<file path="config.mk">
export PLATFORM = sky130hd
export DESIGN_NAME = ps2_direction_decoder
export DESIGN_NICKNAME = d
export VERILOG_FILES = /design/src/rtl/snake_pkg.sv /design/src/rtl/ps2_frame_rx.sv /design/src/rtl/ps2_direction_decoder.sv
export SDC_FILE = /design/constraint.sdc
export NUM_CORES = 1
export LEC_CHECK = 0
export ABC_CLOCK_PERIOD_IN_PS = 1850
export CAP_MARGIN = 20
export CORE_MARGIN = 8
export CORE_UTILIZATION = 53
export CTS_CLUSTER_DIAMETER = 40
export DETAILED_ROUTE_END_ITERATION = 8
export PLACE_DENSITY_LB_ADDON = 0.05
export SLEW_MARGIN = 20
export SYNTH_ARGS = -nofsm -noshare
export SYNTH_HDL_FRONTEND = slang
export SYNTH_SLANG_ARGS = --single-unit
</file>
<file path="constraint.sdc">
create_clock -name clk -period 1.85 [get_ports clk]
set_input_delay 0.37 -clock clk [delete_from_list [all_inputs] [get_ports clk]]
set_output_delay 0.37 -clock clk [all_outputs]
set_load 0.05 [all_outputs]
</file>
<file path="src/rtl/snake_pkg.sv">
// Shared snake-game constants: heading encodings, PS/2 set-2 scan codes for
// the arrow keys and WASD, and the state encodings of the keyboard front end.
// The snake update logic imports the same direction and scan-code constants.
package snake_pkg;

    // Heading encodings. Opposite headings differ only in bit 1.
    localparam logic [1:0] DIR_UP    = 2'b00;
    localparam logic [1:0] DIR_RIGHT = 2'b01;
    localparam logic [1:0] DIR_DOWN  = 2'b10;
    localparam logic [1:0] DIR_LEFT  = 2'b11;

    // Prefix bytes
    localparam logic [7:0] SC_EXT = 8'hE0;
    localparam logic [7:0] SC_BRK = 8'hF0;

    // Arrow keys (only meaningful after an E0 prefix)
    localparam logic [7:0] SC_ARR_UP    = 8'h75;
    localparam logic [7:0] SC_ARR_RIGHT = 8'h74;
    localparam logic [7:0] SC_ARR_DOWN  = 8'h72;
    localparam logic [7:0] SC_ARR_LEFT  = 8'h6B;

    // WASD (plain codes)
    localparam logic [7:0] SC_W = 8'h1D;
    localparam logic [7:0] SC_D = 8'h23;
    localparam logic [7:0] SC_S = 8'h1B;
    localparam logic [7:0] SC_A = 8'h1C;

    typedef enum logic [1:0] {RX_IDLE, RX_DATA, RX_PARITY, RX_STOP} rx_state_t;
    typedef enum logic [1:0] {PF_NORM, PF_EXT, PF_BRK, PF_EXT_BRK} pfx_state_t;

    // Heading the snake would reverse into.
    function automatic logic [1:0] dir_opposite(input logic [1:0] d);
        return d ^ 2'b10;
    endfunction

endpackage

</file>
<file path="src/rtl/ps2_frame_rx.sv">
// PS/2 frame receiver: synchronizes the raw keyboard lines, glitch-filters
// the keyboard clock, deframes start/8 data/odd parity/stop and aborts a
// stalled frame after TIMEOUT_CYCLES.
//   clk, rst           system clock, async active-high reset
//   ps2_clk, ps2_data  raw asynchronous keyboard lines
//   scan_code          data byte of the last good frame
//   scan_valid         1-cycle pulse when scan_code is loaded
//   frame_err          1-cycle pulse on start/parity/stop error or timeout
module ps2_frame_rx
    import snake_pkg::*;
#(
    parameter int FILTER_LEN     = 8,
    parameter int TIMEOUT_CYCLES = 100000
) (
    input  logic       clk,
    input  logic       rst,
    input  logic       ps2_clk,
    input  logic       ps2_data,
    output logic [7:0] scan_code,
    output logic       scan_valid,
    output logic       frame_err
);

    localparam int FW = $clog2(FILTER_LEN + 1);
    localparam int TW = $clog2(TIMEOUT_CYCLES + 1);

    logic [1:0]    clk_sync, dat_sync;
    logic          filt;
    logic [FW-1:0] fcnt;
    logic          sample;
    logic          bit_in;

    rx_state_t     state, state_n;
    logic [2:0]    bcnt, bcnt_n;
    logic [7:0]    shreg, shreg_n;
    logic          par, par_n;
    logic [TW-1:0] tmo, tmo_n;
    logic [7:0]    code_n;
    logic          valid_n, err_n;

    assign bit_in = dat_sync[1];

    // Synchronizers and clock filter. The filtered clock follows the
    // synchronized one only after FILTER_LEN consecutive differing samples;
    // sample fires in the same cycle the filtered clock falls.
    always_ff @(posedge clk or posedge rst) begin
        if (rst) begin
            clk_sync <= 2'b11;
            dat_sync <= 2'b11;
            filt     <= 1'b1;
            fcnt     <= '0;
            sample   <= 1'b0;
        end else begin
            clk_sync <= {clk_sync[0], ps2_clk};
            dat_sync <= {dat_sync[0], ps2_data};
            sample   <= 1'b0;
            if (clk_sync[1] == filt) begin
                fcnt <= '0;
            end else if (fcnt == FW'(FILTER_LEN - 1)) begin
                filt   <= clk_sync[1];
                fcnt   <= '0;
                sample <= ~clk_sync[1];
            end else begin
                fcnt <= fcnt + 1'b1;
            end
        end
    end

    always_ff @(posedge clk or posedge rst) begin
        if (rst) begin
            state      <= RX_IDLE;
            bcnt       <= '0;
            shreg      <= '0;
            par        <= 1'b0;
            tmo        <= '0;
            scan_code  <= 8'h00;
            scan_valid <= 1'b0;
            frame_err  <= 1'b0;
        end else begin
            state      <= state_n;
            bcnt       <= bcnt_n;
            shreg      <= shreg_n;
            par        <= par_n;
            tmo        <= tmo_n;
            scan_code  <= code_n;
            scan_valid <= valid_n;
            frame_err  <= err_n;
        end
    end

    always_comb begin
        state_n = state;
        bcnt_n  = bcnt;
        shreg_n = shreg;
        par_n   = par;
        code_n  = scan_code;
        valid_n = 1'b0;
        err_n   = 1'b0;
        tmo_n   = (state == RX_IDLE) ? '0 : tmo + 1'b1;

        if (sample) begin
            tmo_n = '0;
            case (state)
                RX_IDLE: begin
                    // A high "start" bit is line noise, not an error.
                    if (!bit_in) begin
                        state_n = RX_DATA;
                        bcnt_n  = '0;
                    end
                end
                RX_DATA: begin
                    shreg_n = {bit_in, shreg[7:1]};
                    bcnt_n  = bcnt + 1'b1;
                    if (bcnt == 3'd7) state_n = RX_PARITY;
                end
                RX_PARITY: begin
                    par_n   = bit_in;
                    state_n = RX_STOP;
                end
                RX_STOP: begin
                    if (bit_in && (^{shreg, par})) begin
                        code_n  = shreg;
                        valid_n = 1'b1;
                    end else begin
                        err_n = 1'b1;
                    end
                    state_n = RX_IDLE;
                end
                default: state_n = RX_IDLE;
            endcase
        end else if (state != RX_IDLE && tmo == TW'(TIMEOUT_CYCLES - 1)) begin
            state_n = RX_IDLE;
            tmo_n   = '0;
            err_n   = 1'b1;
        end
    end

endmodule

</file>
<file path="src/rtl/ps2_direction_decoder.sv">
// Keyboard-to-heading front end for the snake game. Receives PS/2 frames,
// tracks E0/F0 prefixes, maps arrow/WASD make codes to a heading and
// refuses 180-degree reversals.
//   clk, rst           system clock, async active-high reset
//   ps2_clk, ps2_data  raw asynchronous keyboard lines
//   scan_code          last good byte received
//   scan_valid         1-cycle pulse per good byte
//   frame_err          1-cycle pulse per bad or timed-out frame
//   dir                heading: 00 up, 01 right, 10 down, 11 left
//   dir_valid          1-cycle pulse when dir changes
module ps2_direction_decoder
    import snake_pkg::*;
#(
    parameter int FILTER_LEN     = 8,
    parameter int TIMEOUT_CYCLES = 100000
) (
    input  logic       clk,
    input  logic       rst,
    input  logic       ps2_clk,
    input  logic       ps2_data,
    output logic [7:0] scan_code,
    output logic       scan_valid,
    output logic       frame_err,
    output logic [1:0] dir,
    output logic       dir_valid
);

    pfx_state_t pstate, pstate_n;
    logic       req_ok;
    logic [1:0] req_dir;
    logic       accept;

    ps2_frame_rx #(
        .FILTER_LEN     (FILTER_LEN),
        .TIMEOUT_CYCLES (TIMEOUT_CYCLES)
    ) u_rx (
        .clk        (clk),
        .rst        (rst),
        .ps2_clk    (ps2_clk),
        .ps2_data   (ps2_data),
        .scan_code  (scan_code),
        .scan_valid (scan_valid),
        .frame_err  (frame_err)
    );

    always_ff @(posedge clk or posedge rst) begin
        if (rst) pstate <= PF_NORM;
        else     pstate <= pstate_n;
    end

    // Prefix tracking and make-code mapping. Only scan_valid advances the
    // decoder, so an errored frame leaves a pending E0/F0 in place.
    always_comb begin
        pstate_n = pstate;
        req_ok   = 1'b0;
        req_dir  = dir;
        if (scan_valid) begin
            case (pstate)
                PF_NORM: begin
                    if (scan_code == SC_EXT)      pstate_n = PF_EXT;
                    else if (scan_code == SC_BRK) pstate_n = PF_BRK;
                    else begin
                        pstate_n = PF_NORM;
                        req_ok   = 1'b1;
                        case (scan_code)
                            SC_W:    req_dir = DIR_UP;
                            SC_D:    req_dir = DIR_RIGHT;
                            SC_S:    req_dir = DIR_DOWN;
                            SC_A:    req_dir = DIR_LEFT;
                            default: req_ok  = 1'b0;
                        endcase
                    end
                end
                PF_EXT: begin
                    if (scan_code == SC_BRK) pstate_n = PF_EXT_BRK;
                    else begin
                        pstate_n = PF_NORM;
                        req_ok   = 1'b1;
                        case (scan_code)
                            SC_ARR_UP:    req_dir = DIR_UP;
                            SC_ARR_RIGHT: req_dir = DIR_RIGHT;
                            SC_ARR_DOWN:  req_dir = DIR_DOWN;
                            SC_ARR_LEFT:  req_dir = DIR_LEFT;
                            default:      req_ok  = 1'b0;
                        endcase
                    end
                end
                // Byte after F0 is a key release; swallow it.
                default: pstate_n = PF_NORM;
            endcase
        end
    end

    assign accept = req_ok && (req_dir != dir) && (req_dir != dir_opposite(dir));

    always_ff @(posedge clk or posedge rst) begin
        if (rst) begin
            dir       <= DIR_RIGHT;
            dir_valid <= 1'b0;
        end else begin
            dir_valid <= accept;
            if (accept) dir <= req_dir;
        end
    end

endmodule

</file>
### Word level (Yosys, flattened, before mapping)

Cells that the tools add are included.

* output and inout port bits: 13
* logic and storage cells: 102
* bits in registers: 56
* bits of input ports: 4

* reduce and logical (&&, ||, !) cells: 18
* equal/unequal tests: 23
* add/sub/neg operators: 3
* bitwise operators: 3
* muxes and demuxes: 39

Operator list (number)
* $mux W17: 3
* $eq A8 B7 Y1 const B: 4
* $eq A8 B5 Y1 const B: 3
* $pmux W2 S4: 3
* $mux W2: 11
* $add A17 B1 Y17 const B: 1
* $eq A17 B17 Y1 const B: 1
* $eq A8 B8 Y1 const B: 2
* $mux W1: 15
* $reduce_and A3 Y1: 3
* $reduce_xor A9 Y1: 1
* $eq A8 B6 Y1 const B: 1
* $mux W4: 2
* $pmux W2 S2: 2
* $reduce_or A4 Y1: 2
* $ne A3 B3 Y1 const B: 2
* $pmux W3 S2: 1
* $reduce_and A2 Y1: 3
* $reduce_bool A2 Y1: 3
* $add A4 B1 Y4 const B: 1
* $eq A2 B1 Y1 const B: 2
* $eq A2 B2 Y1 const B: 2
* $eq A4 B3 Y1 const B: 1
* $logic_and A1 B1 Y1: 4
* 9 further kinds: 13

### Logic depth before layout (Yosys ltp)

Gate-level depths: netlist (run 1).

* word-level depth: 9
* depth in mapped cells: 8
* depth with buffers taken out: 7

### Modules after synthesis

From an unflattened synthesis (run 1), not the netlist that was laid out.

* cells, all modules: 251
* area total of the unflattened synthesis: 2842.7 um^2

By module, submodules not included
* ps2_frame_rx: instances 1, cells an instance 196, area an instance 2361.0 um^2, sequential area each 1282.5 um^2
* ps2_direction_decoder: instances 1, cells an instance 55, area an instance 481.7 um^2, sequential area each 126.4 um^2

### Least setup slack after synthesis (run 1)

Ideal clock, no wire load.

* path kind: reg2reg
* start: reg u_rx.scan_code[2]
* end: reg dir[1]
* clock period less this slack: 2056 ps
* arrival: 1929 ps
* slack: -206 ps
* stages on the path, launching flop included: 8
* required time: 1723 ps
* buffers on the path: 1
* path through: dfrtp_1 -> buf_2 -> and3b_1 -> a32o_1 -> o311a_1 -> nor2_1 -> a211oi_1 -> a2bb2oi_1

* word-level cells in the longest chain between the ends: 9
* elaborated cells between the ends (all ways): 30
* classes of those cells: 12 x eq/ne; 14 x mux; 4 x reduce/logical

Ends and longest elaborated chain
* start: declaration: RTL line ps2_frame_rx.sv:19 `output logic [7:0] scan_code,`
* start signal: assignment: RTL line ps2_frame_rx.sv:85 `scan_code <= code_n;`
* $eq A8 B5 Y1 / $eq A8 B6 Y1 (equally long branches): RTL line ps2_direction_decoder.sv:65 `case (scan_code)`
* $pmux W2 S4 / $reduce_or A4 Y1 (equally long branches)
* $mux W2 / $mux W1 (equally long branches): RTL line ps2_direction_decoder.sv:61, ps2_direction_decoder.sv:65
* $mux W2 / $mux W1 (equally long branches): RTL line ps2_direction_decoder.sv:60, ps2_direction_decoder.sv:61
* $pmux W2 S2 / $mux W1 (equally long branches): RTL line ps2_direction_decoder.sv:58, ps2_direction_decoder.sv:60
* $mux W2 / $pmux W1 S2 (equally long branches): RTL line ps2_direction_decoder.sv:57, ps2_direction_decoder.sv:58
* $ne A2 B2 Y1 / $mux W1 (equally long branches): RTL line ps2_direction_decoder.sv:94, ps2_direction_decoder.sv:57
* $logic_and A1 B1 Y1 (2 in series): RTL line ps2_direction_decoder.sv:94 `assign accept = req_ok && (req_dir != dir) && (req_dir != dir_opposite(dir));`
* end signal: assignment: RTL line ps2_direction_decoder.sv:102 `if (accept) dir <= req_dir;`
* end: declaration: RTL line ps2_direction_decoder.sv:24 `output logic [1:0] dir,`

Parallel ways exist; a longest one is shown, timed or not.
A chain may end at the register's enable or synchronous reset.

### Worst setup path in the final report (run 1)

* start: reg u_rx.shreg[5]
* end: reg u_rx.scan_code[6]

* word-level cells in the longest chain between the ends: 3

Ends and longest elaborated chain
* start: declaration: RTL line ps2_frame_rx.sv:35 `logic [7:0] shreg, shreg_n;`
* start signal: assignment: RTL line ps2_frame_rx.sv:82 `shreg <= shreg_n;`
* $reduce_xor A9 Y1: RTL line ps2_frame_rx.sv:121 `if (bit_in && (^{shreg, par})) begin`
* $logic_and A1 B1 Y1: RTL line ps2_frame_rx.sv:121
* $reduce_and A3 Y1 (no line)

No other way between the ends.

==> impl_metrics.csv, run 1 <==
group,metric,value,unit
sta,tightest_slew,0.492,ns
yosys,ys_seq_area_share,49.6,%
clocking,cts-htree-levels,2,
clocking,cts.sinks,56,
yosys,syn-num-nets,274,
yosys,synth_simple_gate_area_share,17.6,%
cells_and_area,nets,314,
yosys,yosysWarnings,0,
cells_and_area,drive_gt1_share,26.4,%
worst_setup_path,crit_required,2.05,ns
yosys,synth-xor-area-share,7.58,%
clocking,cts_tree,"built",
drt,wire_per_inst,13.7,µm
outcome,violations,"negative setup slack",
drt,antenna_left,0,
die,dieArea,7960,µm²
sta,setup_viol,8,
yosys,synth_compound_area_share,8.99,%
grt,grt_max_degree,57,
run,drv_cap,0,
sta,clock_skew,0.00491,ns
worst_setup_path,startpoint_type,"register",
drt,wirelength,5110,µm
yosys,synth_seq_cells,56,
drt,via_count,2001,
grt,overflow,0,
worst_setup_path,end_kind,"register",
place,pre_cts_ws,-0.0825,ns
grt,grt_pass1_vias,1935,
sta,maxSlewViolCount,0,
grt,grt.total_usage,14.3,%
place,portBuffers,16,
clocking,path_clk_slew,0.10,ns
cells_and_area,area_growth,19.7,%
die,initial_core_util,55.3,%
outcome,status,"complete, but fails checks",
power,p_per_area,654,nW/µm²
grt,grt_first_pass_wirelength,8830,µm
cells_and_area,fin_util,66.2,%
sta,fmax,513,MHz
cells_and_area,antenna_cells,0,
worst_setup_path,crit_arrival,2.15,ns
drt,drtIter0Drc,42,
sta,finalCritPeriodShare,105,%
yosys,yosys.area_share.adder,3.52,%
yosys,synthCells,262,
place,gpl.final_weighted_congestion,0.873,
drt,avgViaCountPerCell,5.36,
yosys,synthMuxAreaShare,9.25,%
sta,hold_viol,0,
worst_setup_path,worstSetupPathType,"register to register",
die,num_io_pins,17,
cells_and_area,fillers,434,
grt,antenna_found_initial,0,
drt,dr.pass1.iters,4,
drt,drc,0,
yosys,yosysUniqueCellTypes,45,
sta,period_minus_slack,1.95,ns
clocking,cts_made_buffers,5,
cells_and_area,final_cell_mix,"42 x dfrtp_1, 34 x buf_4, 24 x nor2_1, 18 x nand2_1, 12 x nand3_1",
clocking,clock-root-buffer,"clkbuf_8",
power,ir_worst_vdd,0.364,mV
worst_hold_path,hold_class,"register to register",
place,dp_hpwl,3560,µm
worst_setup_path,crit_fanout,5,
cells_and_area,final_common_cell,"dfrtp_1",
sta,relSlewSlack,67.1,%
clocking,clk_latency,0.30,ns
die,num_rows,26,
yosys,syn_avg_cell_area,10.8,µm²
die,coreArea,5140,µm²
clocking,clockBufferDepth,2,
sta,rsz0062_at_grt,"yes",
yosys,synth_top_family_by_area,"simple AND/OR/NAND/NOR gates",
die,die_x,89.2,µm
power,p_leak,0.00151,µW
sta,worst_slack,-0.0993,ns
die,die_h,89.2,µm
yosys,syn_area,2840,µm²
==> cells in the mapped netlist (all sizes together) <==
cell type,count,area (µm²)
clkbuf,5,18.8
or3,2,12.5
nor3b,4,30.0
a31oi,3,18.8
nor2b,3,18.8
or2,3,18.8
nand3b,1,7.51
o311a,1,10.0
nor4b,3,32.5
and2,1,8.76
nor3,3,15.0
and3b,3,26.3
a32oi,2,17.5
a2bb2oi,1,8.76
dfrtp,50,1250
nand4,5,31.3
nand3,12,60.1
inv,12,45.0
a32o,2,20.0
a41oi,1,8.76
ha,8,100
a21oi,11,55.1
mux2,18,233
and4,3,26.3
a22oi,2,15.0
o21ai,9,45.0
dfstp,6,158
and3,5,31.3
o221ai,1,8.76
buf,4,35.0
a211oi,2,15.0
xnor3,1,22.5
nand2,18,67.6
o211ai,3,22.5
xor2,11,96.3
nor4,3,18.8
a41o,1,10.0
xnor2,11,96.3
nor2,25,93.8
mux2i,3,30.0
==> metrics by stage <==
step | total power (µW) | cell area, µm² | TNS (ns) | hold slack, ns | instances
2_1_floorplan | 1420 | 2860 | -0.493 | 0.345 | 262
4_1_cts | 2260 | 3310 | -0.776 | 0.362 | 367
3_5_place_dp | 1460 | 3190 | -0.581 | 0.347 | 358
5_1_grt | 2320 | 3400 | -1.85 | 0.366 | 373
3_3_place_gp | 1460 | 3190 | -0.497 | 0.346 | 358
6_report | 2220 | 3400 | -0.676 | 0.361 | 373
==> worst max-delay path, stage by stage (launching register included) <==
cell and delay [ns]:
dfrtp_1 0.40, xnor2_1 0.16, xnor3_1 0.42, xnor2_1 0.13, and3_1 0.21, and2_4 0.21, mux2_4 0.31
==> state kept, by name, summed over array words and instances, names as in the netlist <==
name and cells:
dir 2, dir_valid 1, pstate 2, u_rx.bcnt 3
u_rx.clk_sync 2, u_rx.dat_sync 2, u_rx.fcnt 4, u_rx.filt 1
u_rx.frame_err 1, u_rx.par 1, u_rx.sample 1, u_rx.scan_code 8
u_rx.scan_valid 1, u_rx.shreg 8, u_rx.state 2, u_rx.tmo 17
==> path summary, 6_finish.rpt <==
| kind | from | end | slack (ns) | depth (start not counted) |
|---|---|---|---|---|
| worst min register to register | u_rx.clk_sync[0] | u_rx.clk_sync[1] | 0.36 | 0 |
| min in group asynchronous | rst | dir_valid | 0.41 | 3 |
| worst max-delay path | u_rx.shreg[5] | u_rx.scan_code[6] | -0.1 | 6 |
| max in group asynchronous | rst | u_rx.dat_sync[0] | 1.13 | 3 |
| worst min-delay path | u_rx.clk_sync[0] | u_rx.clk_sync[1] | 0.36 | 0 |
| worst max register to register | u_rx.shreg[5] | u_rx.scan_code[6] | -0.1 | 6 |
==> what timing repair did <==
action,4_1_cts,5_1_grt
gates resized for setup,1,9
gates cloned,1,0
setup buffers,0,6
setup endpoints to repair,8,26
pin swaps,0,7
hold buffers,0,0
==> power by group <==
group / total [µW] / internal, µW / switching (µW)
logic: 130 / 61.2 / 68.9
registers: 1300 / 1270 / 30.4
clock network: 789 / 401 / 388
==> final cells by class <==
type                            instances  area (µm²)  area share (%)
Multi-Input combinational cell        186        1380            40.7
Inverter                               12        45.0            1.32
Clock inverter                          3        42.5            1.25
Timing Repair Buffer                   41         355            10.4
Clock buffer                            5        68.8            2.02
Sequential cell                        56        1420            41.7
Tap cell                               70        87.6            2.58
==> cell families (layout without fill, tap and decap cells) <==
| logic type | count (synthesis) | in the layout |
|---|---|---|
| buf+inv | 21 | 61 |
| xor+xnor | 23 | 23 |
| mux | 21 | 21 |
| simple gates | 94 | 95 |
| flops | 56 | 56 |
| compound gates | 39 | 39 |
| fa+ha+maj | 8 | 8 |
==> routing by layer <==
metal	track usage, %	vias to the layer above	share of wire, %
met5	0	-	0
li1	-	1014	-
met3	3.03	6	4.2
met2	23.4	35	46
met1	18.3	946	49
met4	4.98	0	1.1
No activity file was read; power rests on OpenSTA's default activity.
==> run 2, diff against run 1 <==
ABC_CLOCK_PERIOD_IN_PS = default   (was 1850)
==> results of run 2 <==
Same layout as run 1: the final DEF is identical, and so are final timing and power.
==> run 3, diff against run 2 <==
HOLD_SLACK_MARGIN = 0.12   (was default)
==> results of run 3 <==
Same layout as run 1: the final DEF is identical, and so are final timing and power.
